### src/rtl/la_rrarb_pkg.sv
// Shared arbiter definitions: requester count, pointer width, lock state
// and the one-hot/index helpers used by the 5-way round-robin arbiter.
package la_rrarb_pkg;

  localparam int NREQ  = 5;
  localparam int PTR_W = 3;

  typedef logic [NREQ-1:0]  req_t;
  typedef logic [PTR_W-1:0] ptr_t;

  // Packet lock state (only meaningful when LA_RRARB5_LOCK_EN is defined)
  typedef enum logic {
    LK_IDLE = 1'b0,
    LK_HELD = 1'b1
  } lock_e;

  function automatic req_t onehot(input ptr_t i);
    req_t r;
    r = '0;
    for (int k = 0; k < NREQ; k++)
      if (i == ptr_t'(k)) r[k] = 1'b1;
    return r;
  endfunction

  // Index of the set bit in a one-hot vector (0 when none set)
  function automatic ptr_t oh2idx(input req_t oh);
    ptr_t r;
    r = '0;
    for (int k = 0; k < NREQ; k++)
      if (oh[k]) r = ptr_t'(k);
    return r;
  endfunction

  // Successor pointer, wrapping NREQ-1 -> 0
  function automatic ptr_t ptr_next(input ptr_t i);
    ptr_t r;
    if (i >= ptr_t'(NREQ - 1)) r = '0;
    else                       r = i + ptr_t'(1);
    return r;
  endfunction

endpackage

### src/rtl/la_rrarb5_pick.sv
// Combinational rotate-and-priority pick: first valid requester found when
// searching upward from ptr_i, wrapping past the top requester to 0.
module la_rrarb5_pick
  import la_rrarb_pkg::*;
(
  input  logic [NREQ-1:0]  valid_i,
  input  logic [PTR_W-1:0] ptr_i,
  output logic [NREQ-1:0]  pick_o
);

  // Walk the requesters in rotated order, keeping only the first hit
  always_comb begin
    pick_o = '0;
    for (int k = 0; k < NREQ; k++) begin
      int j;
      j = int'(ptr_i) + k;
      if (j >= NREQ) j = j - NREQ;
      if (j < NREQ && pick_o == '0 && valid_i[j]) pick_o[j] = 1'b1;
    end
  end

endmodule

### src/rtl/la_rrarb5.sv
// 5-requester round-robin arbiter with a single registered output stage.
// Optional packet lock compiled in with LA_RRARB5_LOCK_EN: once a requester
// starts a packet it keeps the grant until it sends its last beat.
module la_rrarb5
  import la_rrarb_pkg::*;
#(
  parameter int N    = 1,
  parameter     PROP = "DEFAULT"
) (
  input  logic            clk,
  input  logic            reset,
  input  logic [NREQ-1:0] valid,
  input  logic [NREQ-1:0] last,
  input  logic [N-1:0]    in4,
  input  logic [N-1:0]    in3,
  input  logic [N-1:0]    in2,
  input  logic [N-1:0]    in1,
  input  logic [N-1:0]    in0,
  output logic [NREQ-1:0] ready,
  output logic [N-1:0]    out,
  output logic            out_valid,
  input  logic            out_ready,
  output logic [NREQ-1:0] sel
);

  logic [NREQ-1:0][N-1:0] in_arr;
  req_t                   pick, cand, sel_q, sel_d;
  ptr_t                   ptr_q, ptr_d;
  logic [N-1:0]           out_q, out_d, data_mux;
  logic                   vld_q, vld_d;
  logic                   stage_free, xfer, adv;
  logic                   unused_prop;

  // Cell property string is carried for the library flow only
  assign unused_prop = (PROP == "DEFAULT");

  assign in_arr     = {in4, in3, in2, in1, in0};
  assign stage_free = ~vld_q | out_ready;

  la_rrarb5_pick u_pick (
    .valid_i (valid),
    .ptr_i   (ptr_q),
    .pick_o  (pick)
  );

`ifdef LA_RRARB5_LOCK_EN
  lock_e lock_q;
  req_t  lock_oh_q;
  logic  last_beat;

  // While a packet is open only its owner may be granted; if it drops
  // valid the grant simply stalls and the lock stays put.
  assign cand      = (lock_q == LK_HELD) ? (valid & lock_oh_q) : pick;
  assign last_beat = |(ready & last);
  assign adv       = xfer & last_beat;

  // Open the lock on a non-final beat, close it on the final one
  always_ff @(posedge clk or posedge reset) begin
    if (reset) begin
      lock_q    <= LK_IDLE;
      lock_oh_q <= '0;
    end else if (xfer) begin
      if (last_beat) begin
        lock_q <= LK_IDLE;
      end else begin
        lock_q    <= LK_HELD;
        lock_oh_q <= ready;
      end
    end
  end
`else
  logic unused_last;

  assign unused_last = ^last;
  assign cand        = pick;
  assign adv         = xfer;
`endif

  // Grant only into a free stage; nothing is granted while in reset
  always_comb begin
    ready = '0;
    if (stage_free && !reset) ready = cand;
  end

  assign xfer = |ready;

  // One-hot AND-OR select using the grant that is about to be registered
  always_comb begin
    data_mux = '0;
    for (int i = 0; i < NREQ; i++)
      data_mux = data_mux | (in_arr[i] & {N{ready[i]}});
  end

  // Next state of the output stage and the round-robin pointer
  always_comb begin
    out_d = out_q;
    sel_d = sel_q;
    vld_d = vld_q;
    ptr_d = ptr_q;
    if (xfer) begin
      out_d = data_mux;
      sel_d = ready;
      vld_d = 1'b1;
    end else if (out_ready) begin
      sel_d = '0;
      vld_d = 1'b0;
    end
    if (adv) ptr_d = ptr_next(oh2idx(ready));
  end

  // Output stage and pointer registers
  always_ff @(posedge clk or posedge reset) begin
    if (reset) begin
      out_q <= '0;
      sel_q <= '0;
      vld_q <= 1'b0;
      ptr_q <= '0;
    end else begin
      out_q <= out_d;
      sel_q <= sel_d;
      vld_q <= vld_d;
      ptr_q <= ptr_d;
    end
  end

  assign out       = out_q;
  assign sel       = sel_q;
  assign out_valid = vld_q;

endmodule

### config.mk
export PLATFORM = sky130hd
export DESIGN_NAME = la_rrarb5
export DESIGN_NICKNAME = d
export VERILOG_FILES = /design/src/rtl/la_rrarb_pkg.sv /design/src/rtl/la_rrarb5_pick.sv /design/src/rtl/la_rrarb5.sv
export SDC_FILE = /design/constraint.sdc
export NUM_CORES = 1
export LEC_CHECK = 0
export CAP_MARGIN = 20
export CORE_MARGIN = 10
export CORE_UTILIZATION = 60
export CTS_CLUSTER_SIZE = 25
export DETAILED_ROUTE_END_ITERATION = 8
export GPL_TIMING_DRIVEN = 1
export MAX_ROUTING_LAYER = met4
export PLACE_DENSITY = 0.92
export SYNTH_ARGS = -nofsm -noshare
export SYNTH_HDL_FRONTEND = slang
export SYNTH_SLANG_ARGS = --single-unit
### constraint.sdc
create_clock -name clk -period 15.8 [get_ports clk]
set_clock_uncertainty 0.15 [all_clocks]
set_input_delay 4.74 -clock clk [delete_from_list [all_inputs] [get_ports clk]]
set_output_delay 4.74 -clock clk [all_outputs]
set_load 0.05 [all_outputs]
==> run metrics <==
synth unique cells 85; Worst Path Buf+Inv 2; Synth Area in Compound Gates 0.328; largest net degree at the start of global routing 38; Worst setup SP type input pin; Post-CTS Setup Repair Bufs 0; # rows 23; Initial Util 0.637; Critical Path Source valid[3]; highest clock rate 71.4 MHz; Critical Path AT 9110 ps; most frequent cells in the layout 25 x nand2_1, 25 x ha_1, 24 x clkdlybuf4s50_1; Tot GR Track Use 0.202; largest stage delay on the critical path between 800 and 900 ps; Post-synth EDFFs 0; met1 Resource Use GR 0.247; Worst Reg-to-Reg Cells 22; root buf cell clkbuf_8; Crit-path slowest cell clkdlybuf4s50_1; via count 2,701; status finished clean; Post-Syn Nets approximately 380; DIE AREA 7370 um2; register bit total from synthesis 10; number of global-route vias before repair 2,589; CP Depth 11; mux cell area share after synthesis 0.0745; R2R Setup Slk 9240 ps; Inserted Diodes 0; register area share after synthesis 0.0961; Slew @ Worst Pin 795 ps; Final #Nets 387; Largest delay share family, worst path buffers and inverters; FF-to-FF End ptr_q[2]; Synth Area in Adders 0.128; fin crit share 0.886; PostCTS Resize Cnt 0; area delta synth->final 8.94%; MaxCap Viol Count 0; biggest fanout along the worst timing path 11; share of layout cells above drive strength 1 0.114; vias per cell 6.89; min cycle time layout 14,000 ps; crit end category output pin; level count of the clock H-tree 1; Synth area leader ha_1; crit-path cells clkdlybuf4s50_1 -> o311ai_0 -> a21oi_1 -> nor4_2 -> nand4_2 -> o2111ai_2 -> nor3_1 -> nor4_4 -> nand4_1 -> a21oi_1 -> clkdlybuf4s50_1; Worst-path clk slew 50 ps; # fillers 328; worst skew pair latency 240 ps; Setup Viol. Count Final 0; Routability Congestion 0.975; Detail Route Antenna Nets 0; CP Data Required Time around 11,000 ps; Final HPWL DP 5580 um; CTS tree yes; TritonCTS Buffers 3; First-pass DRT Iterations 5; Die Height 85.9 um; residual DRC count 0; WL final 7510 um; most used routing layer met2; synth warn 0; Worst Setup EP ready[3]; Yosys top cell area share 0.120; I/O pin count 30; Fin. Hold Viols 0; worst relative slew slack 0.470; mapped cell area 2600 um2; RSZ-0062 raised after global routing false; Async S/R FF share, synth 1.00; Final Max Tran Viols 0; met3 Track Usage GR 0.0151; worst min-delay path class flip-flop to flip-flop; Buffers on Ports 24; met2 usage 0.329; top_reg_cell synth dfrtp_1; Cells after Synth 334; global route total overflow 0; Synth Area in XOR/XNOR 0.0202; per-cell routed wire length 19.2 um; # hold bufs at CTS 0; first-pass GRT wire length 12,400 um; clock sinks 10; largest family of logic cells by synthesized area compound AO/OA/AOI/OAI gates; CTS max path bufs 2; synth top area cells ha_1 12%, dfrtp_1 9.6%, mux2i_1 4.6%, a21oi_1 3.7%, nand2_1 3.6%; core area ~4100 um2; setup TNS 0 ps; Synth Area in Simple Gates 0.271; Avg Cell Area, Syn 7.80 um2; initial antenna violation count 0; die width 85.9 um; critical path class input pin to output pin; worst reg2reg startpoint ptr_q[1]; initial DRC count 273
## layout make-up
cell class | instances | area [um2] | area share
timing repair buffer | 25 | 248 | 0.0873
multi-input combinational | 282 | 2140 | 0.754
tap | 50 | 62.6 | 0.0221
sequential | 10 | 250 | 0.0882
clock buffer | 4 | 55.1 | 0.0194
inverter | 21 | 81.3 | 0.0287
## cells by family (layout without fill, tap and decap cells)
logic type | after synthesis | after routing
AO/OA/AOI/OAI | 109 | 109
AND/OR/NAND/NOR | 124 | 124
adder cells (fa/ha/maj) | 26 | 26
flip-flops | 10 | 10
XOR/XNOR | 6 | 6
buffers and inverters | 42 | 50
multiplexers | 17 | 17
## Yosys cell counts (all sizes together) (3+ instances only)
| library cell | number |
|---|---|
| mux2 | 3 |
| or3 | 5 |
| nor3 | 9 |
| nor4 | 4 |
| nor3b | 4 |
| o22ai | 7 |
| o21bai | 3 |
| inv | 21 |
| nand3b | 4 |
| mux2i | 13 |
| nand2b | 8 |
| nand3 | 10 |
| and4 | 3 |
| o211ai | 4 |
| nor2 | 24 |
| buf | 15 |
| a21oi | 22 |
| a21o | 7 |
| a221oi | 3 |
| a41oi | 3 |
| clkbuf | 6 |
| dfrtp | 10 |
| ha | 25 |
| nand4 | 5 |
| and3 | 6 |
| nor2b | 8 |
| a22oi | 5 |
| nand2 | 25 |
| xnor2 | 6 |
| o21ai | 16 |
| o41ai | 3 |
| or2 | 6 |
| a31oi | 6 |
## metal layers
layer / routed length [um] / part of all wire
met1: 3180 / 0.42
met2: 3560 / 0.47
met3: 529 / 0.070
met4: 242 / 0.032
met5: 0 / 0
## stage by stage
stage | util | hold WS, ps | cells | area [um2] | setup WS [ps]
global route | 0.694 | 410 | 392 | 2840 | 1520
CTS | 0.694 | 369 | 392 | 2840 | 1920
finish | 0.694 | 368 | 392 | 2840 | 1800
global placement | 0.681 | 357 | 388 | 2780 | 2040
floorplan | - | 600 | 334 | 2600 | 3070
detailed placement | 0.681 | 363 | 388 | 2780 | 1910
## worst reg2reg max path: stages (launching register included)
cell	delay (ps)
dfrtp_1	750
inv_1	370
ha_1	890
inv_1	240
nand2_1	200
o21ai_0	110
ha_1	300
and3_1	150
a31oi_1	50
o21ai_0	180
ha_1	170
inv_1	30
a31o_2	240
or4_4	500
nand4_2	150
o21ai_2	100
o41ai_4	550
nor4_4	140
a41oi_1	340
a31oi_1	150
ha_1	230
ha_1	170
mux2_4	250
## sequential cells by signal (all words and copies together), names as in the netlist
name,flops
out,1
sel,5
out_valid,1
ptr_q,3
## worst min path at each step
stage	depth (start not counted)	start	to	slack (ps)
finish	2	sel[3]	sel[3]	370
CTS	2	sel[3]	sel[3]	370
floorplan	2	out	out	600
global placement	2	sel[3]	sel[3]	360
global route	2	out	out	410
detailed placement	2	sel[3]	sel[3]	360
Power is left out: the tool's default activity adds up to more than one toggle a clock period on the data nets, which glitch-free logic cannot reach.
